## src/rtl/pma_serializer_10b.sv

```systemverilog
// pma_serializer_10b
// Transmit PMA serializer: divides the bit clock by 10 to make the PCS word
// clock, captures one 10-bit code group per word period and shifts it out
// LSB ("a") first. Per word it can send PCS data, electrical idle, or PRBS7.
//
// Word handshake: enable_PMA is the valid for Data_10 and has no ready.
// The PCS is paced by Bit_Rate_10 and must present a word at each rising
// edge of that clock. The word is taken at the mid-period capture edge
// (cnt==4). A word with enable_PMA low is replaced by an idle word.
module pma_serializer_10b #(
   parameter logic [6:0] PRBS_SEED  = 7'h7F,
   parameter logic       IDLE_LEVEL = 1'b0
) (
   input  logic       Bit_Rate_CLK,
   input  logic       Rst,
   input  logic [9:0] Data_10,
   input  logic       enable_PMA,
   input  logic       prbs_en,
   output logic       Bit_Rate_10,
   output logic       TX_Out,
   output logic       tx_idle,
   output logic       word_start
);

   logic [3:0] cnt;
   logic [3:0] cnt_nxt;
   logic [9:0] hold;
   logic [9:0] shreg;
   logic [9:0] shreg_nxt;
   logic       hold_idle;
   logic       hold_prbs;
   logic       cur_idle;
   logic       cur_prbs;
   logic [6:0] lfsr;
   logic [6:0] lfsr_nxt;
   logic       load;
   logic       capture;
   logic       sel_prbs;
   logic       sel_idle;
   logic       data_bit;
   logic       tx_nxt;
   logic       tx_idle_nxt;

   // Next-state for the phase counter, the shifter and the bit source.
   // On the load edge the registered output takes bit 0 straight from the
   // hold stage, so shreg[1] is always the bit driven on the following edge.
   always_comb begin
      cnt_nxt     = (cnt == 4'd9) ? 4'd0 : cnt + 4'd1;
      load        = (cnt == 4'd9);
      capture     = (cnt == 4'd4);
      sel_prbs    = load ? hold_prbs : cur_prbs;
      sel_idle    = load ? hold_idle : cur_idle;
      data_bit    = load ? hold[0]   : shreg[1];
      shreg_nxt   = load ? hold      : {1'b0, shreg[9:1]};
      lfsr_nxt    = lfsr;
      tx_nxt      = data_bit;
      tx_idle_nxt = 1'b0;
      if (sel_prbs) begin
         // x^7 + x^6 + 1, Fibonacci form, output taken from lfsr[6]
         tx_nxt   = lfsr[6];
         lfsr_nxt = {lfsr[5:0], lfsr[6] ^ lfsr[5]};
      end else if (sel_idle) begin
         tx_nxt      = IDLE_LEVEL;
         tx_idle_nxt = 1'b1;
      end
   end

   // Phase counter and the registered 50% duty word clock.
   always_ff @(posedge Bit_Rate_CLK or negedge Rst) begin
      if (!Rst) begin
         cnt         <= 4'd0;
         Bit_Rate_10 <= 1'b0;
      end else begin
         cnt         <= cnt_nxt;
         Bit_Rate_10 <= (cnt_nxt < 4'd5);
      end
   end

   // Mid-period capture into hold, word-boundary transfer into the shifter.
   always_ff @(posedge Bit_Rate_CLK or negedge Rst) begin
      if (!Rst) begin
         hold      <= 10'd0;
         hold_idle <= 1'b1;
         hold_prbs <= 1'b0;
         cur_idle  <= 1'b1;
         cur_prbs  <= 1'b0;
      end else begin
         if (capture) begin
            hold      <= Data_10;
            hold_idle <= ~enable_PMA;
            hold_prbs <= prbs_en;
         end
         if (load) begin
            cur_idle <= hold_idle;
            cur_prbs <= hold_prbs;
         end
      end
   end

   // Serial path: shifter, PRBS generator and the registered line outputs.
   always_ff @(posedge Bit_Rate_CLK or negedge Rst) begin
      if (!Rst) begin
         shreg      <= 10'd0;
         lfsr       <= PRBS_SEED;
         TX_Out     <= IDLE_LEVEL;
         tx_idle    <= 1'b1;
         word_start <= 1'b0;
      end else begin
         shreg      <= shreg_nxt;
         lfsr       <= lfsr_nxt;
         TX_Out     <= tx_nxt;
         tx_idle    <= load ? tx_idle_nxt : tx_idle;
         word_start <= load;
      end
   end

endmodule

```

## config.mk

```make
export PLATFORM = sky130hd
export DESIGN_NAME = pma_serializer_10b
export DESIGN_NICKNAME = d
export VERILOG_FILES = /design/src/rtl/pma_serializer_10b.sv
export SDC_FILE = /design/constraint.sdc
export NUM_CORES = 1
export LEC_CHECK = 0
export BUFFER_PORTS_ARGS = -buffer_cell sky130_fd_sc_hd__buf_2
export CORE_UTILIZATION = 33
export DETAILED_ROUTE_END_ITERATION = 8
export SYNTH_ARGS = -nofsm -noshare
export SYNTH_HDL_FRONTEND = slang
export SYNTH_SLANG_ARGS = --single-unit
```

## constraint.sdc

```tcl
create_clock -name Bit_Rate_CLK -period 1.7 [get_ports Bit_Rate_CLK]
set_input_delay 0.34 -clock Bit_Rate_CLK [delete_from_list [all_inputs] [get_ports Bit_Rate_CLK]]
set_output_delay 0.34 -clock Bit_Rate_CLK [all_outputs]
set_load 0.1 [all_outputs]
```

======== Yosys cells after proc, flatten, opt, wreduce, memory -nomap -nowiden ========
Cells that the tools add are included.
cells by class
  $add $sub $neg .......................... 1
  multiply operators ...................... 0
  div/mod/pow operators ................... 0
  magnitude comparators ................... 1
  equal/unequal tests ..................... 2
  shift-type cells ........................ 0
  multiplexer cells ....................... 9
  bitwise gates (word level) .............. 2
  reductions and logical operators ........ 0
operators by type and width
  cell                 count
  $mux 10              1
  $mux 1               7
  $add 4x1->4 const B  1
  $eq 4x3->1 const B   1
  $eq 4x4->1 const B   1
  $lt 4x3->1 const B   1
  $mux 4               1
  $not 1->1            1
  $xor 1x1->1          1
storage, ports and cells
  flip-flop bits (word level) ............. 39
  latch bits .............................. 0
  memory bits (writable) .................. 0
  bits in read-only memories .............. 0
  input port bits ......................... 14
  output and inout port bits .............. 4
  memories kept ........................... 0

======== Logic depth before layout (Yosys ltp) ========
  depth in word-level cells ............... 4
  mapped depth ............................ 6

======== Worst setup path after synthesis ========
Ideal clock, no wire load.
  kind .................................... register to register
  start point ............................. register cnt[1]
  end point ............................... register TX_Out
  library setup time ...................... 0.125 ns
  data arrival time ....................... 1.632 ns
  data required time ...................... 1.575 ns
  slack ................................... -0.057 ns
  stages on the path, launching flop included .. 6
  buffers on the path ..................... 2
  cell sequence ........................... dfrtp_1 -> buf_2 -> nor4bb_4 -> buf_6 -> mux2i_4 -> mux2_2
on the way
  longest elaborated chain between the ends .. 4
ends and longest elaborated chain
  what                       line  source
  from (decl)                25    logic [3:0] cnt;
  from (signal assigned)     74    cnt <= cnt_nxt;
  $eq 4x4->1 (*)             49    load = (cnt == 4'd9);
  $mux 1 (on tied branches)  --
  $mux 1                     62    end else if (sel_idle) begin
  $mux 1 (*)                 58    if (sel_prbs) begin
  named net tx_nxt           41    logic tx_nxt;
  to (signal assigned)       111   TX_Out <= tx_nxt;
  to (decl)                  20    output logic TX_Out,
The timed path passes the listed nets; every way through them passes the cells marked *.
A chain may end at the register's enable or synchronous reset.

======== Worst setup path in the final report ========
  start point ............................. register cnt[2]
  end point ............................... register lfsr[4]
on the way
  longest elaborated chain between the ends .. 2
ends and longest elaborated chain
  what                  line  source
  $eq 4x4->1            49
  $mux 1                --
  to (signal assigned)  110   lfsr <= lfsr_nxt;
  to (decl)             34    logic [6:0] lfsr;
No other way between the ends.

==> run summary <==
Status = finished, final reports clean
Slew Viols, Final = 0
Global-route wire length before repair = 4146 um
Largest net degree at the start of global routing = 39
Net Count, Synth = 114
Setup ws final = 0.03901 ns
Max cap viols = 0
DRC viols = 0
GR Overflow Total = 0
Fin util = 0.4107
FF-to-FF End = lfsr[4]
Crit path time final = 1.661 ns
Endpoint class of the critical path = register
Worst setup path end = lfsr[4]
Buffers on Ports = 17
CTS Hold Bufs = 0
Yosys warning count = 0
Fin nets = 141
CP Class = reg -> reg
Remaining antenna violation count after routing = 0
Worst Clk Skew = 0.007603 ns
Period utilization = 0.9771
Seq/Total Area, Yosys = 0.6306
Startpoint types = register
Antenna Cells = 0
Total Wirelength = 2272 um
Final hold vios = 0
Core Box Area = 0.004414 sq mm
Pre-CTS WS = -0.01663 ns
Initial DRC count = 45
Clock Path Buffers = 2
Worst Reg-to-Reg Cells = 4
RePlAce Congestion = 0.6184
Peak supply drop = 0.0004369 V
DIE AREA = 0.004906 sq mm
CP Max Fanout = 9
Mean area per synthesized cell = 15.28 sq um
DP Wirelength = 1510 um
Slew HR = 0.6781
First-pass DRT Iterations = 3
Commonest cells after routing, fill and taps aside = 28 x dfrtp_1, 26 x mux2_2, 17 x buf_2, 10 x dfstp_2, 8 x buf_4
Vias in the first global route = 899
DP Cell Count = 170
Flop-to-flop setup slack = 0.04 ns
Die height = 70.04 um
Total GRT Usage = 0.1122
Starting Density = 0.3461
Most common cell after layout, fill and taps aside = dfrtp_1
DR vias = 823
Final setup vio count = 0
Synth unique cells = 22
CP Data Arrival Time = 1.88 ns
Fmax = 602.1 MHz
H-tree levels = 2
Die width = 70.04 um
Post-route cell area = 0.001813 sq mm
Required time of the critical path = 1.91 ns
Mapped cell area = 0.001528 sq mm
CTS sink cnt = 38
Routed vias/inst = 4.598
Pwr/cell area = 888.0 mW/mm^2
Post-route insts no fill = 179
Min Hold Slack = 0.09162 ns
Worst setup startpoint = cnt[2]
IO Count = 18
Mapped Cells = 100
Area of placed instances = 0.001702 sq mm
Worst Tran Pin Value = 0.4862 ns
Inserted Clock Buffers = 5
FF+latch count, synth = 38
Hold/Removal Path Class = in -> async
Initial antenna violation count = 0
Clk_lat worst skew = 0.28 ns
Fraction of layout cells with a size suffix above 1 = 0.5748
DR WL/cell = 12.69 um
Reg2reg start = cnt[2]
Synthesis-to-finish area growth = 18.67%
Row Count = 24
Clk slew on worst S/H paths = 0.07 ns
CTS tree = built
Leakage = 0.0008479 uW
Root Driver = clkbuf_8
==> worst max-delay path: stages (launching register included) <==
cell,delay [ns]
dfrtp_1,0.42
nor4bb_4,0.39
mux2i_4,0.31
buf_12,0.15
mux2_2,0.33
==> worst min path at each step <==
stage               slack, ns  depth (start not counted)     endpoint
floorplan                0.04                          0  Bit_Rate_10
global placement         0.40                          2      hold[7]
detailed placement       0.42                          2      hold[7]
CTS                      0.10                          2     shreg[5]
global route             0.12                          2      hold[3]
finish                   0.09                          2     shreg[5]
==> cells in the mapped netlist <==
cell type,count,area (sq um)
dfrtp_1,28,700.7
mux2_2,28,315.3
dfstp_2,10,262.8
inv_1,5,18.77
buf_2,4,20.02
mux2i_1,3,30.03
nand2_1,3,11.26
o21ai_0,3,15.01
nand2b_1,2,12.51
nand3b_1,2,15.01
a22o_1,1,8.760
and2_1,1,6.260
buf_4,1,7.510
buf_6,1,11.26
mux2i_4,1,22.52
nand3_1,1,5.000
nor4_1,1,6.260
nor4bb_4,1,25.02
o2bb2ai_1,1,8.760
or2b_1,1,7.510
xnor2_1,1,8.760
xor2_1,1,8.760
==> stage by stage <==
step / power, uW / setup TNS (ns)
5_1_grt: 1694 / -0.02373
3_5_place_dp: 1046 / -0.05956
4_1_cts: 1640 / 0
3_3_place_gp: 1042 / 0
2_1_floorplan: 1003 / -0.2202
6_report: 1610 / 0
==> flip-flops by register name, indices dropped and copies added (netlist names) <==
| signal | cells |
|---|---|
| word_start | 1 |
| TX_Out | 1 |
| cur_idle | 1 |
| cur_prbs | 1 |
| tx_idle | 1 |
| shreg | 9 |
| hold_prbs | 1 |
| Bit_Rate_10 | 1 |
| cnt | 4 |
| hold_idle | 1 |
| lfsr | 7 |
| hold | 10 |
==> cell type report <==
type,count,area (sq um)
clock buffer,6,72.57
clock inverter,1,7.507
fill,421,2601
inverter,5,18.77
multi-input combinational,51,520.5
sequential,38,963.4
tap,52,65.06
timing repair buffer,26,165.2
==> cells by family (layout without fill, tap and decap cells) <==
| logic type | count (synthesis) | in the layout | share of synthesized area |
|---|---|---|---|
| flip-flops | 38 | 38 | 0.6306 |
| multiplexers | 32 | 32 | 0.2408 |
| AND/OR/NAND/NOR | 12 | 12 | 0.05815 |
| buffers and inverters | 11 | 38 | 0.03768 |
| AO/OA/AOI/OAI | 5 | 5 | 0.02129 |
| XOR/XNOR | 2 | 2 | 0.01147 |
==> repair_timing <==
action	in CTS	in global routing
pin swaps	0	1
resized for setup	0	1
setup endpoints to repair	8	4
buffers inserted	1	1
==> per-layer routing <==
metal,vias up,global-route usage,wire [um]
met4,0,0.07333,56
met2,12,0.1720,1090
met1,415,0.1359,1038
li1,392,-,-
met3,4,0.03463,87
met5,-,0,0
==> report_power, final <==
| part | switching, uW | internal [uW] | total [uW] |
|---|---|---|---|
| registers | 10.4 | 928 | 938 |
| clock network | 297 | 281 | 578 |
| logic | 49.8 | 44.0 | 93.8 |
Note: power is estimated with default switching activity, not from simulation.
